[config.mk]
export PLATFORM = sky130hd
export DESIGN_NAME = tap_frame_serializer_flat
export DESIGN_NICKNAME = d
export VERILOG_FILES = /design/src/rtl/tap_pkg.sv /design/src/rtl/tap_frame_serializer_if.sv /design/src/rtl/tap_frame_skid.sv /design/src/rtl/tap_frame_serializer.sv /design/src/flat_wrapper.sv
export SDC_FILE = /design/constraint.sdc
export NUM_CORES = 1
export LEC_CHECK = 0
export BUFFER_PORTS_ARGS = -buffer_cell sky130_fd_sc_hd__buf_4
export CORE_ASPECT_RATIO = 0.6
export CORE_MARGIN = 2
export CORE_UTILIZATION = 60
export CTS_BUF_LIST = sky130_fd_sc_hd__clkbuf_8
export DETAILED_ROUTE_END_ITERATION = 8
export PLACE_DENSITY = 0.85
export SLEW_MARGIN = 20
export SYNTH_ARGS = -nofsm -noshare
export SYNTH_HDL_FRONTEND = slang
export SYNTH_HIERARCHICAL = 1
export SYNTH_SLANG_ARGS = --single-unit
[constraint.sdc]
create_clock -name clk -period 4.97 [get_ports clk]
set_input_delay 0.7455 -clock clk [delete_from_list [all_inputs] [get_ports clk]]
set_output_delay 0.7455 -clock clk [all_outputs]
set_load 0.005 [all_outputs]
[src/rtl/tap_pkg.sv]
// Shared definitions for the tap-capture loader and the tap frame serializer.
//   DW_DEF / NTAPS_DEF : default sample width and samples per frame
//   tap_idx_t          : tap counter type for the default frame size
//   sample_t           : one signed sample at the default width
//   tap_of()           : extracts tap k from a packed frame (tap k at [k*DW +: DW])
package tap_pkg;

    localparam int DW_DEF    = 8;
    localparam int NTAPS_DEF = 4;
    localparam int CW_DEF    = $clog2(NTAPS_DEF);

    typedef logic [CW_DEF-1:0]        tap_idx_t;
    typedef logic signed [DW_DEF-1:0] sample_t;

    function automatic sample_t tap_of(input logic [NTAPS_DEF*DW_DEF-1:0] frame, input int k);
        return sample_t'(frame[k*DW_DEF +: DW_DEF]);
    endfunction

endpackage

[src/rtl/tap_frame_serializer_if.sv]
// Frame-in / sample-out stream bundle for tap_frame_serializer.
//   in_valid, in_ready, frame_in  : frame handshake, tap k at frame_in[k*DW +: DW]
//   out_valid, out_ready          : sample handshake
//   out_data, out_last            : signed sample, high with the tap NTAPS-1 beat
// Modports: slave = serializer side, master = the side driving frames and sinking samples.
interface tap_frame_serializer_if #(
    parameter int DW    = 8,
    parameter int NTAPS = 4
);

    logic                   in_valid;
    logic                   in_ready;
    logic [NTAPS*DW-1:0]    frame_in;
    logic                   out_valid;
    logic                   out_ready;
    logic signed [DW-1:0]   out_data;
    logic                   out_last;

    modport slave (
        input  in_valid, frame_in, out_ready,
        output in_ready, out_valid, out_data, out_last
    );

    modport master (
        output in_valid, frame_in, out_ready,
        input  in_ready, out_valid, out_data, out_last
    );

endinterface

[src/rtl/tap_frame_skid.sv]
// One-entry frame holding register. Holds a whole frame that arrived while the
// serializer's active slot was still busy.
//   clk, rst : clock, synchronous active-high reset (clears valid only)
//   load_i   : capture data_i and mark the entry valid
//   take_i   : entry consumed, mark it empty
//   data_i   : incoming frame
//   valid_o  : entry holds a frame
//   data_o   : held frame
// load_i and take_i never assert together: a load needs an empty entry, a take a full one.
module tap_frame_skid #(
    parameter int W = 32
) (
    input  logic         clk,
    input  logic         rst,
    input  logic         load_i,
    input  logic         take_i,
    input  logic [W-1:0] data_i,
    output logic         valid_o,
    output logic [W-1:0] data_o
);

    logic         valid_q;
    logic [W-1:0] data_q;

    always_ff @(posedge clk) begin
        if (rst) begin
            valid_q <= 1'b0;
        end else if (load_i) begin
            valid_q <= 1'b1;
        end else if (take_i) begin
            valid_q <= 1'b0;
        end
    end

    // Data path carries no reset; valid_q qualifies it.
    always_ff @(posedge clk) begin
        if (load_i) begin
            data_q <= data_i;
        end
    end

    assign valid_o = valid_q;
    assign data_o  = data_q;

endmodule

[src/rtl/tap_frame_serializer.sv]
// Parallel-to-serial tap frame serializer. Accepts a frame of NTAPS signed samples
// in one handshake and emits them tap 0 first, one per output handshake.
// A one-frame pending buffer (tap_frame_skid) lets frames stream back to back.
//   clk, rst : clock, synchronous active-high reset
//   bus      : tap_frame_serializer_if.slave (frame input, sample output stream)
//   tap_idx  : index of the tap on out_data, only when TAP_SER_INDEX_EN is defined
// Optional feature macro: TAP_SER_INDEX_EN (adds the tap_idx output port).
module tap_frame_serializer
    import tap_pkg::*;
#(
    parameter int DW    = DW_DEF,
    parameter int NTAPS = NTAPS_DEF
) (
    input  logic                       clk,
    input  logic                       rst,
    tap_frame_serializer_if.slave      bus
`ifdef TAP_SER_INDEX_EN
    ,
    output logic [$clog2(NTAPS)-1:0]   tap_idx
`endif
);

    localparam int             CW       = $clog2(NTAPS);
    localparam logic [CW-1:0]  LAST_IDX = CW'(NTAPS - 1);

    typedef enum logic {
        S_IDLE,
        S_STREAM
    } state_t;

    state_t                 state_q, state_d;
    logic [CW-1:0]          idx_q, idx_d;
    logic [NTAPS*DW-1:0]    frame_q, frame_d;

    logic                   pend_valid;
    logic [NTAPS*DW-1:0]    pend_frame;

    logic                   in_hs;
    logic                   out_hs;
    logic                   last_hs;
    logic                   slot_free;
    logic                   take_pend;
    logic                   load_in;
    logic                   load_pend;

    // in_ready depends only on registered state and rst, never on the
    // same-cycle in_valid/out_ready.
    assign bus.in_ready = !rst && !pend_valid;

    assign in_hs     = bus.in_valid && bus.in_ready;
    assign out_hs    = bus.out_valid && bus.out_ready;
    assign last_hs   = out_hs && (idx_q == LAST_IDX);

    // The active slot can be refilled this cycle if it is empty or its last
    // beat is leaving right now; the pending frame always has priority.
    assign slot_free = (state_q == S_IDLE) || last_hs;
    assign take_pend = slot_free && pend_valid;
    assign load_in   = slot_free && !pend_valid && in_hs;
    assign load_pend = in_hs && !slot_free;

    tap_frame_skid #(
        .W (NTAPS*DW)
    ) u_skid (
        .clk     (clk),
        .rst     (rst),
        .load_i  (load_pend),
        .take_i  (take_pend),
        .data_i  (bus.frame_in),
        .valid_o (pend_valid),
        .data_o  (pend_frame)
    );

    always_ff @(posedge clk) begin
        if (rst) begin
            state_q <= S_IDLE;
            idx_q   <= '0;
        end else begin
            state_q <= state_d;
            idx_q   <= idx_d;
        end
    end

    // Frame storage is data only; state_q decides whether it is meaningful.
    always_ff @(posedge clk) begin
        frame_q <= frame_d;
    end

    always_comb begin
        state_d = state_q;
        idx_d   = idx_q;
        frame_d = frame_q;
        case (state_q)
            S_IDLE: begin
                if (take_pend) begin
                    frame_d = pend_frame;
                    idx_d   = '0;
                    state_d = S_STREAM;
                end else if (load_in) begin
                    frame_d = bus.frame_in;
                    idx_d   = '0;
                    state_d = S_STREAM;
                end
            end
            S_STREAM: begin
                if (take_pend) begin
                    frame_d = pend_frame;
                    idx_d   = '0;
                end else if (load_in) begin
                    frame_d = bus.frame_in;
                    idx_d   = '0;
                end else if (out_hs) begin
                    if (idx_q == LAST_IDX) begin
                        idx_d   = '0;
                        state_d = S_IDLE;
                    end else begin
                        idx_d   = idx_q + 1'b1;
                    end
                end
            end
            default: begin
                state_d = S_IDLE;
                idx_d   = '0;
            end
        endcase
    end

    assign bus.out_valid = (state_q == S_STREAM);
    assign bus.out_last  = bus.out_valid && (idx_q == LAST_IDX);
    // Forced to zero while idle so the output reads 0 after reset and between frames.
    assign bus.out_data  = bus.out_valid ? $signed(frame_q[int'(idx_q)*DW +: DW]) : '0;

`ifdef TAP_SER_INDEX_EN
    assign tap_idx = idx_q;
`endif

endmodule

[src/flat_wrapper.sv]
// flat-port wrapper written by rule: the top's interface ports become plain ports
module tap_frame_serializer_flat import tap_pkg::*;
#(
    parameter int DW    = DW_DEF,
    parameter int NTAPS = NTAPS_DEF
)
  (clk, rst, bus_in_valid, bus_frame_in, bus_out_ready, bus_in_ready, bus_out_valid, bus_out_data, bus_out_last);
  tap_frame_serializer_if #(.DW(DW), .NTAPS(NTAPS)) bus_i ();
  input  logic clk;
  input  logic rst;
  input wire logic [$bits(bus_i.in_valid)-1:0] bus_in_valid;
  input wire logic [$bits(bus_i.frame_in)-1:0] bus_frame_in;
  input wire logic [$bits(bus_i.out_ready)-1:0] bus_out_ready;
  output wire logic [$bits(bus_i.in_ready)-1:0] bus_in_ready;
  output wire logic [$bits(bus_i.out_valid)-1:0] bus_out_valid;
  output wire logic [$bits(bus_i.out_data)-1:0] bus_out_data;
  output wire logic [$bits(bus_i.out_last)-1:0] bus_out_last;
  assign bus_i.in_valid = bus_in_valid;
  assign bus_i.frame_in = bus_frame_in;
  assign bus_i.out_ready = bus_out_ready;
  assign bus_in_ready = bus_i.in_ready;
  assign bus_out_valid = bus_i.out_valid;
  assign bus_out_data = bus_i.out_data;
  assign bus_out_last = bus_i.out_last;
  tap_frame_serializer #(.DW(DW), .NTAPS(NTAPS)) u_core (.clk(clk), .rst(rst), .bus(bus_i));
endmodule
==> results.sh, run 1 <==
export IMPL_outcome="finished clean"
export IMPL_grt_pass1_vias=1549
export IMPL_core_area_um2=4659
export IMPL_fin_tns_setup_ns=0
export IMPL_cp_start_kind="register"
export IMPL_layout_drive_gt1_share=0.5243
export IMPL_end_kind="output port"
export IMPL_powerDensity_nw_per_um2=356.9
export IMPL_rrSetupSlack_ns=2.67
export IMPL_n_antenna_cell=0
export IMPL_rr_worst_depth=4
export IMPL_ys_seq_elements=68
export IMPL_fillCellCount=271
export IMPL_ys_types=30
export IMPL_synthesis_area_um2=2967
export IMPL_maxCapViolCount=0
export IMPL_area_growth_pct=19.49
export IMPL_netlist_instances=148
export IMPL_dp_hpwl_um=3412
export IMPL_fin_skew_ns=0.01202
export IMPL_synth_edff_count=64
export IMPL_yosysTopAreaCell="edfxtp_1"
export IMPL_grt_pass1_wl_um=8052
export IMPL_boundaryPins=47
export IMPL_dr_pass1_iters=4
export IMPL_die_area_um2=5541
export IMPL_yosys_warnings=6
export IMPL_synth_area_top_cells="edfxtp_1 (65%), mux2_4 (15%), mux4_2 (6.1%)"
export IMPL_htreeDepth=3
export IMPL_grt_util_all_layers=0.2101
export IMPL_cts_setup_buffers=0
export IMPL_cts_max_path_buffers=2
export IMPL_rr_endpoint="u_core/u_skid/data_o[3]"
export IMPL_vias=1492
export IMPL_whs_ns=0.5428
export IMPL_peakVddDrop_mv=0.2891
export IMPL_yosysSeqAreaShare=0.6748
export IMPL_initial_core_util=0.6367
export IMPL_p_leak_nw=1.403
export IMPL_crit_type="reg2out"
export IMPL_power_total_mw=1.265
export IMPL_drt_iter0_markers=108
export IMPL_die_y_um=58.47
export IMPL_rsz0062_at_grt="no"
export IMPL_min_path_type="reg2reg"
export IMPL_cts_buffers=9
export IMPL_arrival_ns=2.04
export IMPL_nNetsFinal=238
export IMPL_cts_repair_resized=0
export IMPL_cts_num_sinks=68
export IMPL_finalMaxSlewViolations=0
export IMPL_multiInputGateArea_um2=872.1
export IMPL_grt_antenna_before_repair=0
export IMPL_tightest_slew_ns=0.7095
export IMPL_io_buffers=46
export IMPL_critPathCapture="bus_out_data[7]"
export IMPL_yosys_area_top_type_share=0.6478
export IMPL_drc=0
export IMPL_gp_congestion=0.7073
export IMPL_grt_remaining_overflow=0
export IMPL_period_share=0.5603
export IMPL_cts_root_buf="clkbuf_8"
export IMPL_startpoint="u_core/idx_q[0]"
export IMPL_cp_max_fo=11
export IMPL_viasPerCell=5.546
export IMPL_async_flop_share=0
export IMPL_hold_violations=0
export IMPL_ant_nets=0
export IMPL_final_util=0.7607
export IMPL_cp_required_ns=4.22
export IMPL_fp_dieW_um=94.78
export IMPL_maxSlewHeadroom=0.5264
export IMPL_grt_max_degree=34
export IMPL_period_minus_slack_ns=2.785
export IMPL_ys_flop_type="edfxtp_1"
export IMPL_hold_buffers=0
export IMPL_wl_per_cell_um=19.71
export IMPL_clk_pin_slew_ns=0.08
export IMPL_row_count=19
export IMPL_cts_tree="built"
export IMPL_dpl_worst_slack_ns=2.567
export IMPL_syn_nets=185
export IMPL_fin_ws_ns=2.185
export IMPL_seq_area_um2=2002
export IMPL_r2r_start="u_core/idx_q[0]"
export IMPL_drt_wl_total_um=5301
export IMPL_avgSynthCellArea_um2=20.04
export IMPL_fmax_mhz=359.1
export IMPL_insertion_delay_ns=0.34
export IMPL_setup_violations=0
[state kept, by name, indices dropped and copies added, names as in the netlist]
register	count
u_core/u_skid/valid_o	1
u_core/bus.out_valid	1
u_core/idx_q	2
u_core/u_skid/data_o	32
u_core/frame_q	32
[routing by layer]
| layer | share of wire | up-vias | global-route usage |
|---|---|---|---|
| met4 | 0.0053 | 0 | 0.06211 |
| met3 | 0.073 | 4 | 0.08579 |
| met1 | 0.41 | 737 | 0.2703 |
| met5 | 0 | - | 0 |
| met2 | 0.51 | 63 | 0.3364 |
| li1 | - | 688 | - |
[worst min-delay path by stage]
stage,from,end,slack [ns],depth (start not counted)
floorplan,u_core/u_skid/data_o[0],u_core/frame_q[0],0.52,1
detailed placement,u_core/u_skid/data_o[14],u_core/frame_q[14],0.53,1
global placement,u_core/u_skid/data_o[26],u_core/frame_q[26],0.53,1
finish,u_core/u_skid/data_o[28],u_core/frame_q[28],0.54,1
CTS,u_core/u_skid/data_o[10],u_core/frame_q[10],0.54,1
global route,u_core/u_skid/data_o[28],u_core/frame_q[28],0.55,1
[cell usage in the layout (no fill, tap or decap), drive strengths merged]
master	count
o31ai	1
clkbuf	10
clkinv	3
o31a	1
nor3	1
and2	9
dfxtp	4
o21ai	1
mux2	32
ha	1
and3	1
nand2b	1
a2111oi	1
buf	48
or2b	1
a21bo	1
a21oi	3
a21boi	1
mux4	8
bufinv	2
edfxtp	64
nor3b	1
inv	5
a32o	1
nor2	3
nand2	2
[layout make-up]
type | count | share of cell area
Clock buffer | 10 | 0.03883
Clock inverter | 6 | 0.02224
Inverter | 4 | 0.004236
Multi-Input combinational cell | 70 | 0.2460
Sequential cell | 68 | 0.5648
Tap cell | 63 | 0.02224
Timing Repair Buffer | 48 | 0.1017
[stage by stage]
step           cells  area [µm²]
6_report         269        3545
5_1_grt          269        3545
4_1_cts          269        3545
3_5_place_dp     253        3328
3_3_place_gp     253        3328
2_1_floorplan    148        2967
[where the power goes]
group | leakage, nW | internal, mW | total (mW) | switching [mW]
sequential | 0.622 | 0.656 | 0.669 | 0.0134
combinational | 0.664 | 0.0643 | 0.106 | 0.0419
clock | 0.117 | 0.292 | 0.490 | 0.198
total | 1.40 | 1.01 | 1.27 | 0.253
[logic make-up (layout without fill, tap and decap cells)]
logic type                 Yosys count  after routing  synth area share
AOI/OAI and AO/OA                   10             10           0.02784
adders and majority gates            1              1          0.004217
buffers and inverters               10             68           0.03205
DFF                                 68             68            0.6748
muxes                               40             40            0.2189
and+or+nand+nor                     19             19           0.04218
[synth_stat cells (all sizes together), types with 2 or more instances]
cell type,count
a21oi,3
and2,9
buf,4
clkbuf,2
dfxtp,4
edfxtp,64
inv,4
mux2,32
mux4,8
nand2,2
nor2,3
[worst max-delay path, stage by stage, from the launching register on]
cell and delay (ns):
dfxtp_1 0.78, mux4_2 0.60, and2_1 0.17, buf_4 0.13
Note: power is estimated with default switching activity, not from simulation.
==> inputs of run 2 (changes only) <==
--- a/config.mk
+++ b/config.mk
@@ -8,10 +8,10 @@
 export BUFFER_PORTS_ARGS = -buffer_cell sky130_fd_sc_hd__buf_4
 export CORE_ASPECT_RATIO = 0.6
 export CORE_MARGIN = 2
-export CORE_UTILIZATION = 60
+export CORE_UTILIZATION = 58
 export CTS_BUF_LIST = sky130_fd_sc_hd__clkbuf_8
 export DETAILED_ROUTE_END_ITERATION = 8
-export PLACE_DENSITY = 0.85
+export PLACE_DENSITY = 0.82
 export SLEW_MARGIN = 20
 export SYNTH_ARGS = -nofsm -noshare
 export SYNTH_HDL_FRONTEND = slang
==> constraint.sdc (replaced) <==
create_clock -name clk -period 2.6 [get_ports clk]
set_input_delay 0.39 -clock clk [delete_from_list [all_inputs] [get_ports clk]]
set_output_delay 0.39 -clock clk [all_outputs]
set_load 0.005 [all_outputs]
==> results.sh, run 2 (synthesis gave the netlist of run 1 again) <==
export IMPL_die_area_um2=5722
export IMPL_hold_violations=0
export IMPL_final_util=0.7048
export IMPL_clkPwrFrac=0.348
export IMPL_viasPerCell=5.286
export IMPL_core_area_um2=5005
export IMPL_path_common_cell="buf_4"
export IMPL_grt_max_degree=34
export IMPL_n_antenna_cell=0
export IMPL_maxCapViolCount=0
export IMPL_outcome="finished clean"
export IMPL_grt_remaining_overflow=0
export IMPL_io_buffers=46
export IMPL_cp_start_kind="register"
export IMPL_powerDensity_nw_per_um2=642.6
export IMPL_dr_pass1_iters=6
export IMPL_fin_tns_setup_ns=0
export IMPL_multiInputGateArea_um2=872.1
export IMPL_min_from="bus_frame_in[27]"
export IMPL_critical_path_max_stage_delay_ns=0.52
export IMPL_rsz0062_at_grt="no"
export IMPL_cts_repair_resized=0
export IMPL_fp_dieW_um=96.33
export IMPL_grt_util_all_layers=0.1817
export IMPL_grt_pass1_wl_um=7189
export IMPL_boundaryPins=47
export IMPL_tightest_slew_ns=0.5109
export IMPL_insertion_delay_ns=0.34
export IMPL_final_cell_mix="edfxtp_1 (64), buf_4 (50), mux2_4 (29), clkbuf_8 (9)"
export IMPL_area_growth_pct=18.89
export IMPL_period_minus_slack_ns=2.242
export IMPL_cts_root_buf="clkbuf_8"
export IMPL_arrival_ns=1.85
export IMPL_wl_per_cell_um=17.26
export IMPL_fin_skew_ns=0.01292
export IMPL_startpoint="u_core/idx_q[0]"
export IMPL_hold_buffers=0
export IMPL_drt_iter0_markers=55
export IMPL_initial_core_util=0.5927
export IMPL_htreeDepth=3
export IMPL_switchingPower_mw=0.4618
export IMPL_grt_pass1_vias=1446
export IMPL_cp_cell_sequence="buf_4, mux4_2, and2_1, buf_4"
export IMPL_final_common_cell="edfxtp_1"
export IMPL_setup_violations=0
export IMPL_seq_area_um2=2002
export IMPL_switching_share=0.2038
export IMPL_fillCellCount=313
export IMPL_period_share=0.8623
export IMPL_p_leak_nw=1.380
export IMPL_fmax_mhz=446.1
export IMPL_crit_type="reg2out"
export IMPL_finalMaxSlewViolations=0
export IMPL_clk_pin_slew_ns=0.07
export IMPL_layout_drive_gt1_share=0.5169
export IMPL_drt_wl_total_um=4711
export IMPL_peakVddDrop_mv=0.4512
export IMPL_die_y_um=59.40
export IMPL_internal_power_mw=1.805
export IMPL_gp_congestion=0.7153
export IMPL_row_count=20
export IMPL_grt_antenna_before_repair=0
export IMPL_slowest_stage="mux4_2"
export IMPL_seqPwrFrac=0.562
export IMPL_cts_setup_buffers=0
export IMPL_cp_required_ns=2.21
export IMPL_combPwrFrac=0.090
export IMPL_dp_hpwl_um=3177
export IMPL_cp_max_fo=7
export IMPL_cts_tree="built"
export IMPL_cts_max_path_buffers=2
export IMPL_drc=0
export IMPL_cts_num_sinks=68
export IMPL_end_kind="output port"
export IMPL_ant_nets=0
export IMPL_cts_buffers=9
export IMPL_maxSlewHeadroom=0.6589
export IMPL_min_path_type="in2reg"
export IMPL_r2r_start="u_core/idx_q[1]"
export IMPL_nNetsFinal=240
export IMPL_vias=1443
## run 2: cell types whose count changed in the layout (fill, tap and decap cells not counted), sizes merged
cell,change
buf,+2
bufinv,-1
clkbuf,-1
clkinvlp,+2
inv,-1
## run 2: worst paths after layout
kind / depth (start not counted) / endpoint / slack (ns)
setup reg to reg: 5 / u_core/u_skid/data_o[7] / 0.61
hold / removal: 1 / u_core/u_skid/data_o[27] / 0.23
hold reg to reg: 1 / u_core/frame_q[11] / 0.54
setup / recovery: 4 / bus_out_data[5] / 0.36
## run 2: critical path, delay by kind of cell, from the launching register on
family / cells / cell delay [ns]
multiplexers: 1 / 0.52
flip-flops: 1 / 0.43
buffers and inverters: 2 / 0.37
AND/OR/NAND/NOR: 1 / 0.18
## run 2: final cells by class
cell class / count / share of cell area
clock buffer: 9 / 0.03512
clock inverter: 6 / 0.01596
inverter: 4 / 0.004257
multi-input combinational: 70 / 0.2473
sequential: 68 / 0.5676
tap: 66 / 0.02341
timing repair buffer: 50 / 0.1064
## run 2: through the flow
| stage | area (µm²) | power [mW] | cells | worst slack (ns) | hold slack, ns |
|---|---|---|---|---|---|
| 6_report | 3527 | 2.266 | 273 | 0.3581 | 0.2346 |
| 5_1_grt | 3527 | 2.356 | 273 | 0.2685 | 0.2124 |
| 4_1_cts | 3527 | 2.296 | 273 | 0.3384 | 0.2140 |
| 3_5_place_dp | 3347 | 1.503 | 258 | 0.6373 | 0.5350 |
| 3_3_place_gp | 3347 | 1.491 | 258 | 0.7257 | 0.5324 |
| 2_1_floorplan | 2967 | 1.416 | 148 | 0.1366 | 0.4524 |
## run 2: layer usage
layer,part of all wire,track usage
met5,0,0
met4,0.018,0.07847
met3,0.071,0.07252
met2,0.46,0.2758
met1,0.45,0.2360
## run 2: power groups by stage
stage | clock, mW | sequential, mW | combinational, mW
final | 0.790 | 1.27 | 0.204
after global placement | 0 | 1.29 | 0.197
after global routing | 0.861 | 1.28 | 0.219
after floorplan | 0 | 1.29 | 0.128
after detailed placement | 0 | 1.30 | 0.206
after CTS | 0.816 | 1.27 | 0.207
